## src/rtl/barrett_3343_pkg.sv

```systemverilog
// Constants and helpers for the shared mod-3343 Barrett reduction datapath.
package barrett_3343_pkg;

   localparam int unsigned Q       = 3343;
   localparam int unsigned MU      = 5018;
   localparam int unsigned SHIFT_A = 12;
   localparam int unsigned SHIFT_B = 12;
   localparam int unsigned DIN_W   = 23;
   localparam int unsigned DOUT_W  = 12;
   localparam int unsigned QH_W    = 24;
   localparam int unsigned T_W     = QH_W - SHIFT_B;
   localparam int unsigned R0_W    = 14;

   // Number of Q multiples to remove from a partial residue in [0, 4*Q).
   function automatic logic [1:0] corr_sel(input logic [R0_W-1:0] r0);
      logic [1:0] k;
      if (r0 >= R0_W'(3 * Q))
         k = 2'd3;
      else if (r0 >= R0_W'(2 * Q))
         k = 2'd2;
      else if (r0 >= R0_W'(Q))
         k = 2'd1;
      else
         k = 2'd0;
      return k;
   endfunction

endpackage

```

## src/rtl/barrett_3343_arbiter_if.sv

```systemverilog
// Request/response bundle between the NTT lanes and the shared reducer.
interface barrett_3343_arbiter_if
   import barrett_3343_pkg::*;
#(
   parameter int unsigned NUM_REQ = 4,
   parameter int unsigned ID_W    = 2
);

   logic [NUM_REQ-1:0]       req_valid;
   logic [NUM_REQ*DIN_W-1:0] req_data;
   logic [NUM_REQ-1:0]       req_ready;
   logic                     out_valid;
   logic                     out_ready;
   logic [DOUT_W-1:0]        out_data;
   logic [ID_W-1:0]          out_id;
   logic                     busy;

   modport master (
      output req_valid, req_data, out_ready,
      input  req_ready, out_valid, out_data, out_id, busy
   );

   modport slave (
      input  req_valid, req_data, out_ready,
      output req_ready, out_valid, out_data, out_id, busy
   );

endinterface

```

## src/rtl/barrett_3343_pipe.sv

```systemverilog
// Three-stage Barrett datapath: quotient estimate, partial residue, final correction.
module barrett_3343_pipe
   import barrett_3343_pkg::*;
#(
   parameter int unsigned ID_W = 2
) (
   input  logic              clk,
   input  logic              rst_n,
   input  logic              en,
   input  logic              in_valid,
   input  logic [DIN_W-1:0]  din,
   input  logic [ID_W-1:0]   id,
   output logic              valid,
   output logic [DOUT_W-1:0] residue,
   output logic [ID_W-1:0]   tag,
   output logic              busy
);

   logic              s1_valid;
   logic [R0_W-1:0]   s1_lo;
   logic [T_W-1:0]    s1_t;
   logic [ID_W-1:0]   s1_id;
   logic              s2_valid;
   logic [R0_W-1:0]   s2_r0;
   logic [ID_W-1:0]   s2_id;

   // r0 is known to fit in 14 bits, so the subtraction only needs the low
   // 14 bits of din and t*Q; S1 keeps just those plus the top half of qh.
   always_ff @(posedge clk or negedge rst_n) begin
      if (!rst_n) begin
         s1_valid <= 1'b0;
         s1_lo    <= '0;
         s1_t     <= '0;
         s1_id    <= '0;
         s2_valid <= 1'b0;
         s2_r0    <= '0;
         s2_id    <= '0;
         valid    <= 1'b0;
         residue  <= '0;
         tag      <= '0;
      end else if (en) begin
         s1_valid <= in_valid;
         if (in_valid) begin
            s1_lo <= din[R0_W-1:0];
            s1_t  <= T_W'((QH_W'(din[DIN_W-1:SHIFT_A]) * QH_W'(MU)) >> SHIFT_B);
            s1_id <= id;
         end
         s2_valid <= s1_valid;
         if (s1_valid) begin
            s2_r0 <= s1_lo - R0_W'(s1_t) * R0_W'(Q);
            s2_id <= s1_id;
         end
         valid <= s2_valid;
         if (s2_valid) begin
            residue <= DOUT_W'(s2_r0) - DOUT_W'(corr_sel(s2_r0)) * DOUT_W'(Q);
            tag     <= s2_id;
         end
      end
   end

   always_comb begin
      busy = s1_valid | s2_valid | valid;
   end

endmodule

```

## src/rtl/barrett_3343_arbiter.sv

```systemverilog
// Round-robin front end sharing one mod-3343 Barrett pipeline among NUM_REQ lanes.
module barrett_3343_arbiter
   import barrett_3343_pkg::*;
#(
   parameter int unsigned NUM_REQ = 4,
   parameter int unsigned ID_W    = 2
) (
   input logic                   clk,
   input logic                   rst_n,
   barrett_3343_arbiter_if.slave bus
);

   logic              stall;
   logic              hit;
   logic              xfer;
   logic [ID_W-1:0]   ptr;
   logic [ID_W-1:0]   idx;
   logic [ID_W-1:0]   gnt;
   logic [DIN_W-1:0]  din_sel;
   logic              pipe_valid;
   logic [DOUT_W-1:0] pipe_residue;
   logic [ID_W-1:0]   pipe_tag;
   logic              pipe_busy;

   always_comb begin
      stall = bus.out_valid && !bus.out_ready;
      hit   = 1'b0;
      idx   = '0;
      gnt   = '0;
      for (int unsigned off = 0; off < NUM_REQ; off++) begin
         idx = ID_W'((32'(ptr) + off) % NUM_REQ);
         if (!hit && bus.req_valid[idx]) begin
            hit = 1'b1;
            gnt = idx;
         end
      end
      // Gating with rst_n keeps req_ready low for the whole reset window.
      xfer = hit && !stall && rst_n;
      bus.req_ready = '0;
      if (xfer)
         bus.req_ready[gnt] = 1'b1;
      din_sel = bus.req_data[32'(gnt) * DIN_W +: DIN_W];
   end

   always_ff @(posedge clk or negedge rst_n) begin
      if (!rst_n)
         ptr <= '0;
      else if (xfer)
         ptr <= (32'(gnt) == NUM_REQ - 1) ? '0 : gnt + 1'b1;
   end

   barrett_3343_pipe #(.ID_W(ID_W)) u_pipe (
      .clk      (clk),
      .rst_n    (rst_n),
      .en       (!stall),
      .in_valid (xfer),
      .din      (din_sel),
      .id       (gnt),
      .valid    (pipe_valid),
      .residue  (pipe_residue),
      .tag      (pipe_tag),
      .busy     (pipe_busy)
   );

   always_comb begin
      bus.out_valid = pipe_valid;
      bus.out_data  = pipe_residue;
      bus.out_id    = pipe_tag;
      bus.busy      = pipe_busy;
   end

endmodule

```

## src/flat_wrapper.sv

```systemverilog
// flat-port wrapper written by rule: the top's interface ports become plain ports
module barrett_3343_arbiter_flat import barrett_3343_pkg::*;
#(
   parameter int unsigned NUM_REQ = 4,
   parameter int unsigned ID_W    = 2
)
  (clk, rst_n, bus_req_valid, bus_req_data, bus_out_ready, bus_req_ready, bus_out_valid, bus_out_data, bus_out_id, bus_busy);
  barrett_3343_arbiter_if #(.NUM_REQ(NUM_REQ), .ID_W(ID_W)) bus_i ();
  input logic clk;
  input logic rst_n;
  input wire logic [$bits(bus_i.req_valid)-1:0] bus_req_valid;
  input wire logic [$bits(bus_i.req_data)-1:0] bus_req_data;
  input wire logic [$bits(bus_i.out_ready)-1:0] bus_out_ready;
  output wire logic [$bits(bus_i.req_ready)-1:0] bus_req_ready;
  output wire logic [$bits(bus_i.out_valid)-1:0] bus_out_valid;
  output wire logic [$bits(bus_i.out_data)-1:0] bus_out_data;
  output wire logic [$bits(bus_i.out_id)-1:0] bus_out_id;
  output wire logic [$bits(bus_i.busy)-1:0] bus_busy;
  assign bus_i.req_valid = bus_req_valid;
  assign bus_i.req_data = bus_req_data;
  assign bus_i.out_ready = bus_out_ready;
  assign bus_req_ready = bus_i.req_ready;
  assign bus_out_valid = bus_i.out_valid;
  assign bus_out_data = bus_i.out_data;
  assign bus_out_id = bus_i.out_id;
  assign bus_busy = bus_i.busy;
  barrett_3343_arbiter #(.NUM_REQ(NUM_REQ), .ID_W(ID_W)) u_core (.clk(clk), .rst_n(rst_n), .bus(bus_i));
endmodule
```

## config.mk

```make
export PLATFORM = sky130hd
export DESIGN_NAME = barrett_3343_arbiter_flat
export DESIGN_NICKNAME = d
export VERILOG_FILES = /design/src/rtl/barrett_3343_pkg.sv /design/src/rtl/barrett_3343_arbiter_if.sv /design/src/rtl/barrett_3343_pipe.sv /design/src/rtl/barrett_3343_arbiter.sv /design/src/flat_wrapper.sv
export SDC_FILE = /design/constraint.sdc
export NUM_CORES = 1
export LEC_CHECK = 0
export ABC_AREA = 1
export CAP_MARGIN = 15
export CORE_AREA = 2 2 123 125
export CTS_BUF_LIST = sky130_fd_sc_hd__clkbuf_16
export DETAILED_ROUTE_END_ITERATION = 10
export DIE_AREA = 0 0 125 127
export PLACE_DENSITY = 0.95
export SETUP_SLACK_MARGIN = 0.02
export SLEW_MARGIN = 10
export SYNTH_ARGS = -nofsm -noshare
export SYNTH_HDL_FRONTEND = slang
export SYNTH_SLANG_ARGS = --single-unit
export TNS_END_PERCENT = 1
```

## constraint.sdc

```tcl
create_clock -name clk -period 18.9 [get_ports clk]
set_input_delay 1.89 -clock clk [delete_from_list [all_inputs] [get_ports clk]]
set_output_delay 1.89 -clock clk [all_outputs]
set_load 0.005 [all_outputs]
```

==> impl_results.md <==
- ANT nets after route: 0
- Total gr overflow: 0
- CP Class: in2reg
- Post-CTS Setup Inserts: 0
- Crit end category: flop
- Number of library cell types mapped by synthesis: 55
- Worst-path clk slew: 0.06 ns
- Post-Place Worst Slack: 9.81 ns
- Antenna violations before repair: 0
- Max Slew Vio Count: 0
- Async SR Flop Fraction: 1.00
- Sinks on Clock Net: 63
- Status: finished clean
- Crit path setup slack, layout: 10.06 ns
- Layout cells sized above 1: 0.0642
- Syn Nets: 1,396
- Slowest library cell on the worst path: nand3_4
- Slowest stage delay, CP: 0.55 ns
- WHS: 0.489 ns
- Avg WL per Cell: 16.7 µm
- Hold buffer count at cts: 0
- Num rows: 44
- Avg Cell Area, Syn: 8.18 µm²
- Synth warn: 0
- Mapped Area: 8880 µm²
- Final setup TNS: 0 ns
- Vias in the first global route: 8,220
- Final Wtd Congestion: 0.954
- CTS buffer count: 9
- Dpl cell area: 10,200 µm²
- Hold/Removal Path Class: reg2reg
- Yosys reg bits: 63
- P&R area growth vs syn: 18.1%
- Clock latency at the later pin of the worst-skew pair: 0.34 ns
- DRT Pass-1 Iters: 5
- Final setup fails: 0
- Final WL: 23,100 µm
- GRT busiest layer: met2
- Family with the most delay on the worst path: adder cells
- Routing usage on met2: 0.561
- Global-route wire length before repair: 38,300 µm
- RSZ-0062 raised after global routing: no
- Gr usage total: 0.297
- Primary FF master, synth: dfrtp_1
- Starting density of the core: 0.616
- CP most frequent cell: inv_1
- Worst EP required: 19.12 ns
- Seq/Total Area, Yosys: 0.178
- Transition time of the tightest slew-check pin: 0.916 ns
- Die H: 127 µm
- Peak Freq: 113 MHz
- Largest net degree at the start of global routing: 65
- Crit path buffers/inverters: 9
- Fin crit period: 8.84 ns
- Fillers: 986
- Number of remaining DRC errors: 0
- Max Clock Skew: 0.00666 ns
- CP Launch Type: input pin
- Max Fanout on Critical Path: 52
- Final Net Count: 1,505
- DP Wirelength: 17,900 µm
- I/O pin total: 119
- Root Buffer: clkbuf_16
- Final number of hold-violating endpoints: 0
- Die width: 125 µm
- Max-Cap Viols: 0
- Clk buf depth: 2
- PostCTS Resize Cnt: 0
- DR iter-0 viols: 540
- H-tree depth: 3
- M1 GR Usage: 0.335
- Post-synth EDFFs: 0
- Via-to-Cell Ratio: 5.70
- Core Area: 14,400 µm²
- Input/output buffers: 118
- Syn Inst Count: 1,086
- CTS tree: done
- Final worst path period share: 0.468
- CP arrival: 9.06 ns
- Vias: 7,888
- Ant. Diodes: 0
- Die area: 15,900 µm²
- Met3 Usage GRT: 0.0369
- Worst rel slew slack: 0.389
- Final instance area: 10,500 µm²
-- synthesized netlist by cell type, drive strengths merged (11+ instances only) --
cell type	instances	share of area
inv	241	0.10
nand2	214	0.098
ha	138	0.19
fa	73	0.16
dfrtp	63	0.18
o21ai	61	0.034
nor2	52	0.024
a21oi	40	0.023
nand3	36	0.030
xnor2	22	0.022
xor2	18	0.018
or2	15	0.011
buf	11	0.011
-- layout make-up --
| class | instances | area (µm²) | area share |
|---|---|---|---|
| clock buffers | 9 | 225 | 0.0215 |
| repair buffers | 119 | 1180 | 0.113 |
| inverters | 244 | 928 | 0.0885 |
| multi-input cells | 758 | 6240 | 0.595 |
| flip-flops and latches | 63 | 1580 | 0.150 |
| clock inverters | 7 | 104 | 0.00990 |
| well taps | 184 | 230 | 0.0219 |
-- flip-flops by register name, indices dropped and copies added (netlist names) --
name and cells:
u_core.u_pipe.s1_t 12, u_core.u_pipe.s2_id 2, u_core.u_pipe.residue 12, u_core.ptr 2, u_core.u_pipe.s1_id 2, u_core.u_pipe.s2_valid 1
u_core.u_pipe.s2_r0 14, u_core.u_pipe.valid 1, u_core.u_pipe.s1_valid 1, u_core.u_pipe.tag 2, u_core.u_pipe.s1_lo 14
-- cells in the final DEF (no fill, tap or decap), types with 4 or more instances in the layout --
master	Yosys	layout
nand3_2	9	9
nand4_1	5	5
fa_1	73	73
o21ai_1	7	7
o311ai_0	5	5
a31oi_1	6	6
o221ai_1	6	6
dfrtp_1	63	63
xnor2_1	22	22
nor3_1	6	6
nor4_1	5	5
inv_1	237	237
o211ai_1	10	10
o21ai_0	54	54
nand2_4	5	5
or2_2	12	12
clkbuf_16	0	9
nand3_1	24	24
nand2_2	13	13
ha_1	138	138
o21a_1	4	4
nor2_1	50	50
a21oi_1	38	38
clkdlybuf4s50_1	0	117
o31ai_1	4	4
mux2i_1	10	10
nand2_1	196	196
xor2_1	18	18
-- final timing paths --
path | depth (start not counted) | endpoint | startpoint | slack, ns
min | 2 | u_core.u_pipe.tag[0] | u_core.u_pipe.s2_id[0] | 0.49
max | 33 | u_core.u_pipe.s1_t[10] | bus_req_valid[1] | 10.06
min reg2reg | 2 | u_core.u_pipe.tag[0] | u_core.u_pipe.s2_id[0] | 0.49
max in group asynchronous | 2 | u_core.u_pipe.s1_lo[6] | rst_n | 16.64
max reg2reg | 31 | u_core.u_pipe.s1_t[10] | u_core.ptr[0] | 11.41
min in group asynchronous | 2 | u_core.u_pipe.residue[4] | rst_n | 1.71
-- layer usage --
layer,share of wire,vias up
met5,0,-
met2,0.53,345
met4,0.045,0
li1,-,3676
met1,0.37,3775
met3,0.057,92
-- per-stage QoR --
step	util	cells
global placement	0.705	1368
CTS	0.727	1384
floorplan	-	1086
detailed placement	0.705	1368
finish	0.727	1384
global route	0.727	1384
-- logic make-up (layout without fill, tap and decap cells) --
kind of cell / after synthesis / after routing / synth area share
AO/OA/AOI/OAI: 157 / 157 / 0.114
adder cells (fa/ha/maj): 211 / 211 / 0.359
flip-flops: 63 / 63 / 0.178
multiplexers: 10 / 10 / 0.0113
XOR/XNOR: 40 / 40 / 0.0395
buffers and inverters: 265 / 379 / 0.119
AND/OR/NAND/NOR: 340 / 340 / 0.179
-- worst register-to-register path: cells and delay by family, from the launching register on --
kind,cells,cell delay (ns)
simple gates,13,2.30
xor+xnor,1,0.14
compound gates,2,0.29
fa+ha+maj,7,2.96
flops,1,0.62
buf+inv,8,1.05
Power is not shown: default switching activity piles up to over one toggle a cycle in this logic, so the estimate is an artifact.
==> RTL edit 1, RTL diff (same flow settings) <==
Set the package constant `DIN_W` to 25 (it was 23).
--- a/src/rtl/barrett_3343_pkg.sv
+++ b/src/rtl/barrett_3343_pkg.sv
@@ -5,7 +5,7 @@
    localparam int unsigned MU      = 5018;
    localparam int unsigned SHIFT_A = 12;
    localparam int unsigned SHIFT_B = 12;
-   localparam int unsigned DIN_W   = 23;
+   localparam int unsigned DIN_W   = 25;
    localparam int unsigned DOUT_W  = 12;
    localparam int unsigned QH_W    = 24;
    localparam int unsigned T_W     = QH_W - SHIFT_B;
Interface: changed (resized bus_req_data); port bits go from 119 to 127. No check against the original RTL was run, so the function may have changed too.
==> RTL edit 1 against the original RTL <==
  * The flow now finishes with violations (DRC)
  * Maximum frequency decreased by 4.7%
  * Via count increased by 8.4%
  * Sequential cell count unchanged
  * Area after synthesis increased by 6.0%
  * Clock skew increased by 0.0068 ns
  * Register-to-register slack got worse by 0.45 ns
  * Worst setup slack got worse by 0.43 ns
  * Critical path depth increased by 1
  * Routed wire length increased by 8.3%
  * Non-clock buffer count increased by 8
  * Cell area increased by 5.6%
  * Highest routed layer unchanged
Power is not shown: default switching activity piles up to over one toggle a cycle in this logic, so the estimate is an artifact.
==> RTL edit 1: results (changes against the original RTL) <==
status=finished, violations left; violated checks=DRC; CORE AREA=14420 um^2 (unchanged); synth cell count leaders=268 x inv_1, 237 x nand2_1, 146 x ha_1, 85 x fa_1, 73 x o21ai_0; RR Startpoint=u_core.ptr[0]; Fin Hold WS=0.4719 ns (-0.01750 ns); multi-input gates=834 (+10%); crit path from=bus_req_valid[2]; FF+latch count, synth=63 (unchanged); largest net degree at the start of global routing=65 (unchanged); non-clk buf share=0.1141 (+0.001277); Reg2Reg Setup Slack=10.96 ns (-0.45 ns); synth unique cells=49 (-11%); WL/cell=16.58 um (-0.54%); total number of vias=8552 (+8.4%); multi-input combinational area share=0.5972 (+0.002043); GRT Overall Usage=0.3188 (+0.02177); Slew headroom=0.4585 (+0.06983); Post-Synthesis Mean Instance Area=7.812 um^2 (-4.5%); Synth area leaders=ha_1 19%, fa_1 18%, dfrtp_1 17%, inv_1 11%, nand2_1 9.4%; initial antenna violation count=0 (unchanged); global-route wire length before repair=41210 um (+7.5%); Multi-input gate area=6614 um^2 (+5.9%); pre-CTS WS=9.395 ns (-0.4160 ns); Hold Crit Start=u_core.u_pipe.tag[0]; Worst R2R Path Depth=33 (+6.5%); Syn Nets=1543 (+11%); CP max-delay cell=inv_2; Clock Skews=0.01344 ns (+0.006773 ns); DRC=1 (+1); share of layout cells above drive strength 1=0.05140 (-0.01277); DR iter-0 viols=746 (+38%); delay-heaviest family, CP=adder cells; setup bufs post-CTS=0 (unchanged); routability cong.=0.9310 (-2.5%); layout net count=1656 (+10%); Crit path largest cell delay=0.77 ns (+0.22 ns); Seq/Total Area, Yosys=0.1675 (-0.01008); clock network area share=0.02903 (-0.002333); Worst EP arrival=9.48 ns (+0.42 ns); H-tree depth=3 (unchanged); reg2reg end=u_core.u_pipe.s1_t[10]; IO buf count=126 (+6.8%); number of logic inverters in the finished layout=283 (+16%); fillers=899 (-8.8%); Worst Hold Class=flip-flop to flip-flop; hold endpoint=u_core.u_pipe.tag[0]; number of clock buffers in the layout=9 (unchanged); DP HPWL=19880 um (+11%); crit path kind=input pin to flip-flop; vias in the first global route=9052 (+10%); drt first pass iters=10 (+5); Crit Path Max Fanout=64 (+23%); vias per cell=5.675 (-0.43%); Non-clk bufs=127 (+6.7%); number of gates resized after cts=0 (unchanged)
-- RTL edit 1: worst max-delay path by stage --
stage	end	slack, ns	cells after the start
6_report	u_core.u_pipe.s1_t[10]	9.63	34
4_1_cts	u_core.u_pipe.s1_t[10]	9.72	34
5_1_grt	u_core.u_pipe.s1_t[10]	9.04	34
3_5_place_dp	u_core.u_pipe.s1_t[10]	9.39	34
2_1_floorplan	u_core.u_pipe.s1_t[10]	11.45	31
3_3_place_gp	u_core.u_pipe.s1_t[10]	9.79	34
-- RTL edit 1: metal layers --
metal  track usage  vias up  wire length [um]
met5             0        -                 0
met4        0.1719        0              1151
met3       0.04271       97              1496
met2        0.6081      386             13300
met1        0.3413     4080              9036
li1              -     3989                 -
-- RTL edit 1: kinds of logic (layout without fill, tap and decap cells) --
group	count (synthesis)	after routing	synth area share
buf+inv	308	426	0.1300
flops	63	63	0.1675
xor+xnor	40	40	0.03721
simple gates	389	389	0.1782
mux	4	4	0.004253
compound gates	170	170	0.1081
fa+ha+maj	231	231	0.3748
==> RTL edit 2, RTL diff (config.mk and constraints unchanged) <==
Without the edit above. Make the reset (`rst_n`) synchronous in 2 clocked blocks.
--- a/src/rtl/barrett_3343_pipe.sv
+++ b/src/rtl/barrett_3343_pipe.sv
@@ -26,7 +26,7 @@
 
    // r0 is known to fit in 14 bits, so the subtraction only needs the low
    // 14 bits of din and t*Q; S1 keeps just those plus the top half of qh.
-   always_ff @(posedge clk or negedge rst_n) begin
+   always_ff @(posedge clk) begin
       if (!rst_n) begin
          s1_valid <= 1'b0;
          s1_lo    <= '0;
--- a/src/rtl/barrett_3343_arbiter.sv
+++ b/src/rtl/barrett_3343_arbiter.sv
@@ -42,7 +42,7 @@
       din_sel = bus.req_data[32'(gnt) * DIN_W +: DIN_W];
    end
 
-   always_ff @(posedge clk or negedge rst_n) begin
+   always_ff @(posedge clk) begin
       if (!rst_n)
          ptr <= '0;
       else if (xfer)
Function: changed (a bounded check fails within 4 cycles, from zero or initial values and one cycle with rst_n low; the reset may be asserted at any time).
==> RTL edit 2 against the original RTL <==
  * Area after synthesis decreased by 2.4%
  * Cell area decreased by 2.2%
  * Global-route usage about the same
  * Sequential cell count did not move
  * Worst setup slack improved by 0.11 ns
  * Routed wire length increased by 0.95%
  * Register-to-register slack about the same
  * Count of clock-buffer cells in the layout unchanged
Power is not shown: default switching activity piles up to over one toggle a cycle in this logic, so the estimate is an artifact.
==> RTL edit 2: results (changes against the original RTL) <==
layout net count=1561 (+3.7%); DR iter-0 viols=398 (-26%); H-tree depth=3 (unchanged); Largest regs=u_core.u_pipe.s1_lo (14), u_core.u_pipe.s2_r0 (14); Seq/Total Area, Yosys=0.1455 (-0.03200); Fin Hold WS=0.4850 ns (-0.004404 ns); Hold Crit Start=u_core.u_pipe.s1_id[1]; DP HPWL=19120 um (+6.6%); fillers=1037 (+5.2%); hold endpoint=u_core.u_pipe.s1_id[1]; most numerous cell in the Yosys netlist=inv_1; CTS Root Cell=clkbuf_16; drt first pass iters=5 (unchanged); Syn Nets=1455 (+4.2%); Post-synth ARST share=0 (-1.000); RR Startpoint=u_core.ptr[0]; routability cong.=0.9839 (+3.1%); share of layout cells above drive strength 1=0.04872 (-0.01544); Worst EP arrival=8.97 ns (-0.09 ns); total length of routed wires=23290 um (+0.95%); Clock Skews=0.009634 ns (+0.002969 ns); Crit Path Max Fanout=50 (-3.8%); Reg2Reg Setup Slack=11.40 ns (about the same); GR Layer Usage met1=0.3071 (-0.02776); total number of vias=8062 (+2.2%); synth unique cells=47 (-15%); Yosys Warn Count=0 (unchanged); setup bufs post-CTS=0 (unchanged); reg2reg end=u_core.u_pipe.s1_t[6]; GR met2 Demand/Resource=0.5476 (-0.01375); worst skew pair latency=0.35 ns; largest net degree at the start of global routing=51 (-22%); Area after DPL=9972 um^2 (-1.9%); initial antenna violation count=1 (+1); number of gates resized after cts=0 (unchanged); CTS buffer count=9 (unchanged); Worst R2R Path Depth=30 (-3.2%); clock-pin slew on the worst setup and hold paths=0.06 ns (about the same); pre-CTS WS=9.911 ns (+0.1005 ns); status=complete, no violations; CP max-delay cell=inv_2; IO buf count=118 (unchanged); Hold Crit Depth=2 (unchanged); synth cell count leaders=258 x inv_1, 152 x nand2_1, 141 x ha_1, 96 x o21ai_0, 77 x nor2_1; Top FF cell, synth=dfxtp_1; clk buf depth=2 (unchanged); GRT Overall Usage=0.2971 (about the same); delay-heaviest family, CP=adder cells; Synth area leaders=ha_1 20%, fa_1 17%, dfxtp_1 15%, inv_1 11%, nand2_1 6.6%; vias in the first global route=8498 (+3.4%); Global Route met3 Usage=0.05151 (+0.01466); global-route wire length before repair=38170 um (-0.40%); Worst Hold Class=flip-flop to flip-flop; Crit path largest cell delay=0.72 ns (+0.17 ns); Slew @ Worst Pin=0.8705 ns (-0.04541 ns)
RTL edit 2: changes by cell type after synthesis, sizes merged, moves of 4 or more:
cell / before / now
or2: 15 / 8
clkbuf: 10 / 17
nand2: 214 / 169
mux2i: 10 / 6
o211ai: 10 / 4
inv: 241 / 264
a21oi: 40 / 70
nor2: 52 / 79
o311ai: 5 / 0
dfxtp: 0 / 63
dfrtp: 63 / 0
xor2: 18 / 26
o221ai: 6 / 1
o21ai: 61 / 98
RTL edit 2: routing by layer:
layer,share of wire,vias to the layer above
li1,-,3832
met1,0.36,3773
met2,0.51,341
met3,0.056,116
met4,0.068,0
met5,0,-
RTL edit 2: worst max-delay path by stage:
stage	cells after the start	start	slack [ns]	to
6_report	31	bus_req_valid[3]	10.17	u_core.u_pipe.s1_t[6]
5_1_grt	31	bus_req_valid[2]	9.51	u_core.u_pipe.s1_t[6]
4_1_cts	31	bus_req_valid[3]	10.24	u_core.u_pipe.s1_t[6]
3_5_place_dp	30	bus_req_valid[3]	9.91	u_core.u_pipe.s1_t[11]
3_3_place_gp	28	bus_req_valid[2]	10.15	u_core.u_pipe.s1_t[10]
2_1_floorplan	29	bus_req_valid[2]	11.56	u_core.u_pipe.s1_t[7]
RTL edit 2: kinds of logic after synthesis:
| kind of cell | share of synthesized area |
|---|---|
| fa+ha+maj | 0.3745 |
| mux | 0.006931 |
| xor+xnor | 0.04548 |
| compound gates | 0.1370 |
| buf+inv | 0.1294 |
| flops | 0.1455 |
| simple gates | 0.1611 |
RTL edit 2: stage by stage:
| stage | cells | util |
|---|---|---|
| detailed placement | 1419 | 0.6914 |
| global placement | 1419 | 0.6914 |
| floorplan | 1141 | - |
| finish | 1437 | 0.7115 |
| CTS | 1435 | 0.7108 |
| global route | 1436 | 0.7113 |
RTL edit 2: final cells by class:
cell class,count,area share
multi-input cells,786,0.6123
flip-flops and latches,63,0.1229
well taps,184,0.02243
repair buffers,121,0.1173
diodes,1,0.0002438
inverters,266,0.09754
clock buffers,9,0.02195
clock inverters,7,0.005365
RTL edit 2: tightest hold or removal path, delay by kind of cell, from the launching register on:
kind             cells  cell delay [ns]
and+or+nand+nor      2             0.13
DFF                  1             0.31
